$ cat src/rtl/rm_swlw_sequencer.sv
// rm_swlw_sequencer
//
// Feeds the sw/lw runtime-monitor automata array with instruction-event
// symbols taken from the commit stage. Events are buffered in a small FIFO and
// presented to the monitor one symbol at a time. Each symbol uses a FEED cycle
// (mon_run high) and then a CHECK cycle that samples the monitor's LTL
// violation outputs. The sampled violations are folded into sticky status, a
// saturating violation counter and a registered interrupt line.
//
// Ports:
//   clk          single clock
//   reset        synchronous, active-high reset
//   enable       allows FIFO pops toward the monitor
//   ev_valid     event offered by the commit-side tap
//   ev_ready     event accepted when ev_valid & ev_ready
//   ev_symbol    event symbol (SYM_W bits)
//   ev_flush     one-cycle request: drop queued events and reset the automata
//   mon_run      registered, monitor run strobe
//   mon_symbols  registered, monitor input symbol
//   mon_reset    registered, monitor reset
//   mon_viol     monitor violation outputs, bit i = ltl{i}
//   clr          clears viol_sticky and viol_count
//   viol_sticky  accumulated violations
//   viol_count   saturating count of symbols that produced any violation
//   irq          registered, equals |viol_sticky one cycle later
//   busy         FSM not idle or FIFO non-empty
module rm_swlw_sequencer #(
  parameter int unsigned SYM_W      = 8,
  parameter int unsigned NUM_PROP   = 4,
  parameter int unsigned FIFO_DEPTH = 4,
  parameter int unsigned RST_CYCLES = 2
) (
  input  logic                clk,
  input  logic                reset,
  input  logic                enable,
  input  logic                ev_valid,
  output logic                ev_ready,
  input  logic [SYM_W-1:0]    ev_symbol,
  input  logic                ev_flush,
  output logic                mon_run,
  output logic [SYM_W-1:0]    mon_symbols,
  output logic                mon_reset,
  input  logic [NUM_PROP-1:0] mon_viol,
  input  logic                clr,
  output logic [NUM_PROP-1:0] viol_sticky,
  output logic [15:0]         viol_count,
  output logic                irq,
  output logic                busy
);

  // ---------------------------------------------------------------------------
  // Local sizing
  // ---------------------------------------------------------------------------
  localparam int unsigned PtrW = (FIFO_DEPTH > 1) ? $clog2(FIFO_DEPTH) : 1;
  localparam int unsigned CntW = PtrW + 1;
  localparam int unsigned RcW  = (RST_CYCLES > 1) ? $clog2(RST_CYCLES) : 1;

  localparam logic [RcW-1:0]  RcInit   = RcW'(RST_CYCLES - 1);
  localparam logic [CntW-1:0] FifoFull = CntW'(FIFO_DEPTH);

  // FSM encoding
  localparam logic [1:0] StRstMon = 2'd0;
  localparam logic [1:0] StIdle   = 2'd1;
  localparam logic [1:0] StFeed   = 2'd2;
  localparam logic [1:0] StCheck  = 2'd3;

  // ---------------------------------------------------------------------------
  // State
  // ---------------------------------------------------------------------------
  logic [1:0]          state_q, state_d;
  logic [RcW-1:0]      rst_cnt_q, rst_cnt_d;

  logic [SYM_W-1:0]    mem_q [FIFO_DEPTH];
  logic [SYM_W-1:0]    mem_d [FIFO_DEPTH];
  logic [PtrW-1:0]     rd_ptr_q, rd_ptr_d;
  logic [PtrW-1:0]     wr_ptr_q, wr_ptr_d;
  logic [CntW-1:0]     fifo_cnt_q, fifo_cnt_d;

  logic                mon_run_q, mon_run_d;
  logic [SYM_W-1:0]    mon_symbols_q, mon_symbols_d;
  logic                mon_reset_q, mon_reset_d;

  logic [NUM_PROP-1:0] viol_sticky_q, viol_sticky_d;
  logic [15:0]         viol_count_q, viol_count_d;
  logic                irq_q, irq_d;

  // ---------------------------------------------------------------------------
  // FIFO status and handshake
  // ---------------------------------------------------------------------------
  logic fifo_full;
  logic fifo_empty;
  logic push;
  logic pop;
  logic fifo_clear;
  logic check;

  assign fifo_full  = (fifo_cnt_q == FifoFull);
  assign fifo_empty = (fifo_cnt_q == '0);

  // The flush cycle never accepts, so a flush cannot race a push into the FIFO.
  assign ev_ready = !fifo_full && (state_q != StRstMon) && !ev_flush;
  assign push     = ev_valid && ev_ready;

  // ---------------------------------------------------------------------------
  // Sequencing FSM
  // ---------------------------------------------------------------------------
  always_comb begin
    state_d       = state_q;
    rst_cnt_d     = rst_cnt_q;
    mon_run_d     = 1'b0;
    mon_symbols_d = mon_symbols_q;
    mon_reset_d   = 1'b0;
    pop           = 1'b0;
    fifo_clear    = 1'b0;
    check         = 1'b0;

    unique case (state_q)
      StRstMon: begin
        fifo_clear  = 1'b1;
        mon_reset_d = 1'b1;
        if (ev_flush) begin
          // A flush while already resetting restarts the hold period.
          rst_cnt_d = RcInit;
        end else if (rst_cnt_q == '0) begin
          state_d     = StIdle;
          mon_reset_d = 1'b0;
        end else begin
          rst_cnt_d = rst_cnt_q - RcW'(1);
        end
      end

      StIdle: begin
        if (ev_flush) begin
          state_d     = StRstMon;
          rst_cnt_d   = RcInit;
          mon_reset_d = 1'b1;
          fifo_clear  = 1'b1;
        end else if (enable && !fifo_empty) begin
          pop           = 1'b1;
          state_d       = StFeed;
          mon_run_d     = 1'b1;
          mon_symbols_d = mem_q[rd_ptr_q];
        end
      end

      StFeed: begin
        // A flush here abandons the symbol: it is never checked.
        if (ev_flush) begin
          state_d     = StRstMon;
          rst_cnt_d   = RcInit;
          mon_reset_d = 1'b1;
          fifo_clear  = 1'b1;
        end else begin
          state_d = StCheck;
        end
      end

      StCheck: begin
        // Sampling always completes, even when a flush arrives in this cycle.
        check = 1'b1;
        if (ev_flush) begin
          state_d     = StRstMon;
          rst_cnt_d   = RcInit;
          mon_reset_d = 1'b1;
          fifo_clear  = 1'b1;
        end else if (enable && !fifo_empty) begin
          pop           = 1'b1;
          state_d       = StFeed;
          mon_run_d     = 1'b1;
          mon_symbols_d = mem_q[rd_ptr_q];
        end else begin
          state_d = StIdle;
        end
      end

      default: begin
        state_d     = StRstMon;
        rst_cnt_d   = RcInit;
        mon_reset_d = 1'b1;
        fifo_clear  = 1'b1;
      end
    endcase
  end

  // ---------------------------------------------------------------------------
  // FIFO next state
  // ---------------------------------------------------------------------------
  always_comb begin
    mem_d = mem_q;
    if (push) begin
      mem_d[wr_ptr_q] = ev_symbol;
    end
  end

  always_comb begin
    rd_ptr_d   = rd_ptr_q;
    wr_ptr_d   = wr_ptr_q;
    fifo_cnt_d = fifo_cnt_q;
    if (fifo_clear) begin
      rd_ptr_d   = '0;
      wr_ptr_d   = '0;
      fifo_cnt_d = '0;
    end else begin
      // Depth is a power of two, so the pointers wrap naturally.
      if (push) begin
        wr_ptr_d = wr_ptr_q + PtrW'(1);
      end
      if (pop) begin
        rd_ptr_d = rd_ptr_q + PtrW'(1);
      end
      fifo_cnt_d = fifo_cnt_q + CntW'(push) - CntW'(pop);
    end
  end

  // ---------------------------------------------------------------------------
  // Violation status
  // ---------------------------------------------------------------------------
  always_comb begin
    viol_sticky_d = clr ? '0 : viol_sticky_q;
    viol_count_d  = clr ? '0 : viol_count_q;
    if (check) begin
      viol_sticky_d = viol_sticky_d | mon_viol;
      if ((mon_viol != '0) && (viol_count_d != 16'hFFFF)) begin
        viol_count_d = viol_count_d + 16'd1;
      end
    end
    irq_d = |viol_sticky_q;
  end

  // ---------------------------------------------------------------------------
  // Registers
  // ---------------------------------------------------------------------------
  always_ff @(posedge clk) begin
    if (reset) begin
      state_q       <= StRstMon;
      rst_cnt_q     <= RcInit;
      rd_ptr_q      <= '0;
      wr_ptr_q      <= '0;
      fifo_cnt_q    <= '0;
      mon_run_q     <= 1'b0;
      mon_symbols_q <= '0;
      mon_reset_q   <= 1'b1;
      viol_sticky_q <= '0;
      viol_count_q  <= '0;
      irq_q         <= 1'b0;
    end else begin
      state_q       <= state_d;
      rst_cnt_q     <= rst_cnt_d;
      rd_ptr_q      <= rd_ptr_d;
      wr_ptr_q      <= wr_ptr_d;
      fifo_cnt_q    <= fifo_cnt_d;
      mon_run_q     <= mon_run_d;
      mon_symbols_q <= mon_symbols_d;
      mon_reset_q   <= mon_reset_d;
      viol_sticky_q <= viol_sticky_d;
      viol_count_q  <= viol_count_d;
      irq_q         <= irq_d;
    end
  end

  // Storage needs no reset: occupancy alone decides what is readable.
  always_ff @(posedge clk) begin
    mem_q <= mem_d;
  end

  // ---------------------------------------------------------------------------
  // Outputs
  // ---------------------------------------------------------------------------
  assign mon_run     = mon_run_q;
  assign mon_symbols = mon_symbols_q;
  assign mon_reset   = mon_reset_q;
  assign viol_sticky = viol_sticky_q;
  assign viol_count  = viol_count_q;
  assign irq         = irq_q;
  assign busy        = (state_q != StIdle) || !fifo_empty;

endmodule
$ cat config.mk
export PLATFORM = sky130hd
export DESIGN_NAME = rm_swlw_sequencer
export DESIGN_NICKNAME = d
export VERILOG_FILES = /design/src/rtl/rm_swlw_sequencer.sv
export SDC_FILE = /design/constraint.sdc
export NUM_CORES = 1
export LEC_CHECK = 0
export BUFFER_PORTS_ARGS = -buffer_cell sky130_fd_sc_hd__buf_2
export CAP_MARGIN = 15
export CORE_UTILIZATION = 43
export DETAILED_ROUTE_END_ITERATION = 16
export PLACE_DENSITY = 0.59
export SKIP_CTS_REPAIR_TIMING = 1
export SLEW_MARGIN = 25
export SYNTH_ARGS = -nofsm -noshare
export SYNTH_HDL_FRONTEND = slang
export SYNTH_SLANG_ARGS = --single-unit
export TNS_END_PERCENT = 10
$ cat constraint.sdc
create_clock -name clk -period 3.2 [get_ports clk]
set_input_delay 0.96 -clock clk [delete_from_list [all_inputs] [get_ports clk]]
set_output_delay 0.96 -clock clk [all_outputs]
set_load 0.01 [all_outputs]
==> out/qor.yml, run 1 <==
pwr:
  leakage_uw: 0.00148
  powerDensity_nw_per_um2: 448
  ir_drop_uv: 271
synth:
  synth_top_cell_by_area: "edfxtp_1"
  synth_cells: 284
  async_flop_share_pct: 0
  yosysTopAreaCellShare_pct: 29.5
  synth-edff-count: 32
  synth_nets: 310
  synth_flop_cell: "dfxtp_1"
  avgSynthCellArea_sq_um: 11.5
  synth_seq_area_share_pct: 54.8
  synth_area_leaders: "edfxtp_1 (30%), dfxtp_1 (25%), mux4_2 (5.5%)"
  ys_warn_count: 0
  yosysUniqueCellTypes: 50
  synth-seq-cells: 73
  synthesis.area_sq_um: 3250
sta:
  finalHoldViolations: 0
  setup_viol: 0
  relSlewSlack_pct: 57.8
  slew_violations: 0
  timing.fmax_mhz: 395
  period_share_pct: 79.2
  grt_setup_unrepaired: "false"
  min_period_ns: 2.53
  setup-tns-final_ns: 0
  tightest_slew_ns: 0.632
  clock_skew_ns: 0.00862
worst_setup_path:
  arrival_ns: 2.75
  start_kind: "primary input"
  critPathMaxFanout: 9
  ff2ff_path_depth: 10
  critPathKind: "in -> reg"
  end_kind: "flop"
  cp.required_ns: 3.42
clocking:
  clk_path_buf_depth: 2
  clk_pin_slew_ns: 0.09
  cts_root_buf: "clkbuf_8"
  htreeDepth: 3
  cts_num_sinks: 73
  cts_tree: "done"
  cts_buffers: 9
  clkLatencyLatePin_ns: 0.35
placed_design:
  dp_cells: 427
  port_buffers: 50
  hpwl_um: 4660
  place.gp.congestion: 0.778
  post_dp_cell_area_sq_um: 3620
drt:
  vias: 2319
  drt.antenna.violating_nets: 0
  firstDrtPassIters: 4
  drcViolationCount: 0
  wirelength_um: 6460
  viasPerCell: 5.23
  drt_iter0_drc: 73
  wl_per_cell_um: 14.6
layout:
  nets: 365
  antenna_cells: 0
  drive_above_1_share_pct: 25.6
  syn2layout_area_growth_pct: 17.1
  layout_common_cells: "buf_2 (50), dfxtp_1 (41), edfxtp_1 (32)"
  final_core_util_pct: 52.2
  layout_commonest_cell: "buf_2"
  final_cells: 443
  fin_area_sq_um: 3810
min_path:
  whs_path_depth: 2
  min_path_type: "reg -> reg"
floorplan:
  die_h_um: 89.0
  pin_count: 51
  die_w_um: 89.0
  fp.dieArea_sq_um: 7910
  core_sq_um: 7290
  initial_core_util_pct: 44.6
  std_cell_rows: 31
run:
  drv_cap: 0
global_routing:
  gr-usage-met3_pct: 3.14
  grt_max_degree: 20
  grt_pass1_wl_um: 10500
  antenna_found_initial: 0
  grt.busiest_layer: "met2"
  gr-usage-met1_pct: 21.2
  grt.overflow.total: 0
  use_met2_pct: 31.4
  grt_usage_pct: 18.0
  grt_pass1_vias: 2177
outcome:
  outcome: "finished, final reports clean"
==> layer usage <==
| metal | share of wire, % | routed length [um] | vias to the layer above |
|---|---|---|---|
| li1 | - | - | 1150 |
| met1 | 44 | 2810 | 1105 |
| met2 | 51 | 3280 | 50 |
| met3 | 3.0 | 197 | 14 |
| met4 | 2.7 | 174 | 0 |
| met5 | 0 | 0 | - |
==> synthesized netlist by cell type, drive strengths merged, types with 2 or more instances <==
master   instances
a21o             5
nand3           10
and2             6
or2              2
nand4b           2
nor2            21
nor3             6
ha               7
xnor2            5
a22oi            4
buf              5
mux2             5
clkbuf           7
nor4             7
nand3b           2
nor2b            3
mux2i            9
a211oi           2
a21oi           15
o21ai            4
or3              2
dfxtp           41
or4              4
edfxtp          32
nand2b           2
and3             5
mux4             8
o2111ai          4
inv             15
nand2           29
==> through the flow <==
stage / setup WS (ns) / hold WS (ns) / total power (uW)
floorplan: 0.254 / 0.428 / 1020
global placement: 0.325 / 0.444 / 1050
detailed placement: 0.284 / 0.457 / 1050
CTS: 0.649 / 0.471 / 1730
global route: 0.494 / 0.485 / 1780
finish: 0.665 / 0.464 / 1700
==> cell families (layout without fill, tap and decap cells) <==
family / Yosys count / count (layout) / share of synthesized area [%]
muxes: 22 / 22 / 10.0
buffers and inverters: 28 / 88 / 3.35
AOI/OAI and AO/OA: 42 / 42 / 9.12
and+or+nand+nor: 106 / 106 / 18.0
adders and majority gates: 8 / 8 / 3.31
DFF: 73 / 73 / 54.8
xor gates and xnor gates: 5 / 5 / 1.35
==> worst paths after layout <==
check                 startpoint        endpoint  slack (ns)
setup reg to reg   fifo_cnt_q[2]   fifo_cnt_q[2]        0.74
setup / recovery          enable   fifo_cnt_q[2]        0.67
hold reg to reg   mon_symbols[1]  mon_symbols[1]        0.46
hold / removal    mon_symbols[1]  mon_symbols[1]        0.46
==> registers in the layout, indices dropped and copies added (netlist names) <==
signal and count:
viol_count 16, viol_sticky 4, mon_symbols 8, state_q 2, rd_ptr_q 2, mem_q 32
rst_cnt_q 1, irq 1, mon_run 1, fifo_cnt_q 3, wr_ptr_q 2, mon_reset 1
==> layout make-up <==
type | instances | area, sq um
well taps | 99 | 124
inverters | 16 | 60.1
fillers | 670 | 3480
repair buffers | 56 | 295
multi-input cells | 183 | 1360
clock buffers | 9 | 124
flip-flops and latches | 73 | 1780
clock inverters | 7 | 61.3
==> critical path: stages <==
cell and delay (ns):
buf_2 0.07, o311ai_0 0.14, or2_2 0.40, inv_2 0.08, ha_1 0.13, inv_1 0.04, ha_1 0.18, fa_1 0.38
xnor2_1 0.18, xnor2_1 0.14, nor2_1 0.05
==> where the power goes <==
group / total (uW) / internal, uW / switching (uW)
sequential: 974 / 972 / 1.51
clock: 678 / 296 / 382
combinational: 52.1 / 19.3 / 32.7
total: 1700 / 1290 / 416
(Power assumes the default switching activity.)
==> run 2: changes to the inputs <==
==> constraint.sdc (replaced) <==
create_clock -name clk -period 2.35 [get_ports clk]
set_input_delay 0.705 -clock clk [delete_from_list [all_inputs] [get_ports clk]]
set_output_delay 0.705 -clock clk [all_outputs]
set_load 0.01 [all_outputs]
==> out/qor.yml, run 2 (synthesis results as in run 1) <==
floorplan:
  std_cell_rows: 31
  initial_core_util_pct: 44.6
  pin_count: 51
  die_h_um: 89.0
  fp.dieArea_sq_um: 7910
  core_sq_um: 7290
  die_w_um: 89.0
clocking:
  cts_root_buf: "clkbuf_8"
  clk_path_buf_depth: 2
  clk_pin_slew_ns: 0.08
  cts_buffers: 9
  cts_tree: "done"
  htreeDepth: 3
  cts_num_sinks: 73
  clkLatencyLatePin_ns: 0.35
worst_setup_path:
  cp-startpoint: "ev_valid"
  start_kind: "primary input"
  critPathMaxFanout: 2
  r2r-start: "fifo_cnt_q[1]"
  cp.required_ns: 2.56
  r2r_setup_slack_ns: 0.16
  r2r_end: "fifo_cnt_q[2]"
  arrival_ns: 2.43
  end_kind: "flop"
  ff2ff_path_depth: 10
  critPathKind: "in -> reg"
layout:
  drive_above_1_share_pct: 32.5
  nets: 390
  syn2layout_area_growth_pct: 23.7
  layout_common_cells: "buf_2 (50), dfxtp_1 (38), edfxtp_1 (32)"
  layout_commonest_cell: "buf_2"
  fin_area_sq_um: 4020
  antenna_cells: 0
  largest_reg_flops: 32
  top_register: "mem_q"
drt:
  vias: 2424
  firstDrtPassIters: 4
  drt.antenna.violating_nets: 0
  viasPerCell: 5.18
  wirelength_um: 6980
  wl_per_cell_um: 14.9
  drt_iter0_drc: 56
  drcViolationCount: 0
sta:
  setup_viol: 0
  slew_violations: 0
  timing.fmax_mhz: 450
  finalHoldViolations: 0
  clock_skew_ns: 0.0137
  min_period_ns: 2.22
  relSlewSlack_pct: 58.5
  grt_setup_unrepaired: "false"
  tightest_slew_ns: 0.622
  period_share_pct: 94.6
pwr:
  ir_drop_uv: 349
  total_power_uw: 2270
  leakage_uw: 0.00161
  powerDensity_nw_per_um2: 564
global_routing:
  antenna_found_initial: 0
  gr-usage-met1_pct: 23.5
  grt_pass1_wl_um: 11000
  grt.overflow.total: 0
  grt.busiest_layer: "met2"
  use_met2_pct: 32.2
  grt_max_degree: 19
  gr-usage-met3_pct: 3.69
  grt_pass1_vias: 2266
  grt_usage_pct: 19.0
placed_design:
  hpwl_um: 5050
  place.gp.congestion: 0.861
  port_buffers: 50
  post_dp_cell_area_sq_um: 3840
min_path:
  min_to: "mon_symbols[5]"
  hp-start: "mon_symbols[5]"
  min_path_type: "reg -> reg"
  whs_path_depth: 2
run:
  drv_cap: 0
outcome:
  outcome: "finished, final reports clean"
-- run 2: cell count changes in the layout (fill, tap and decap cells not counted), moves of 2 or more --
cell / previous run / this run
dfxtp_1: 41 / 38
clkinv_2: 0 / 2
dfxtp_2: 0 / 2
buf_4: 6 / 31
-- run 2: cell type report --
type,instances,area [sq um]
clock buffers,10,128
repair buffers,81,483
well taps,99,124
inverters,16,72.6
multi-input cells,183,1380
flip-flops and latches,73,1790
fillers,713,3270
clock inverters,6,42.5
-- run 2: metrics by stage --
| step | TNS [ns] | setup WS (ns) | utilization (%) | hold WS [ns] | std cells |
|---|---|---|---|---|---|
| after detailed placement | -0.589 | -0.243 | 52.7 | 0.448 | 452 |
| after floorplan | -0.151 | -0.145 | - | 0.428 | 284 |
| final | 0 | 0.128 | 55.1 | 0.458 | 468 |
| after global placement | -0.438 | -0.194 | 52.7 | 0.441 | 452 |
| after global routing | 0 | 0.0393 | 55.1 | 0.477 | 468 |
| after CTS | 0 | 0.00910 | 55.1 | 0.460 | 468 |
-- run 2: worst max-delay path, stage by stage --
cell and delay, ns:
buf_2 0.13, inv_8 0.03, a2111oi_4 0.28, inv_1 0.08, ha_1 0.28, inv_1 0.04
ha_2 0.17, fa_2 0.37, xnor2_2 0.15, xnor2_1 0.16, nor2_1 0.05
-- run 2: where the power goes --
group / switching [uW] / total (uW) / leakage (uW) / internal [uW]
clock network: 475 / 859 / 0.0000827 / 385
logic: 50.3 / 83.9 / 0.000906 / 33.6
registers: 1.15 / 1320 / 0.000620 / 1320
total: 526 / 2270 / 0.00161 / 1740
-- run 2: worst max path at each step --
stage               cells past startpoint             to  slack, ns
global route                           10  fifo_cnt_q[2]       0.04
detailed placement                     11  fifo_cnt_q[2]      -0.24
CTS                                    10  fifo_cnt_q[2]      0.009
finish                                 11  fifo_cnt_q[2]       0.13
floorplan                              10  fifo_cnt_q[2]      -0.14
global placement                       11  fifo_cnt_q[2]      -0.19
-- run 2: per-layer routing --
| metal | vias to the layer above | part of all wire (%) |
|---|---|---|
| li1 | 1203 | - |
| met1 | 1172 | 46 |
| met2 | 39 | 49 |
| met3 | 10 | 3.0 |
| met4 | 0 | 1.7 |
| met5 | - | 0 |
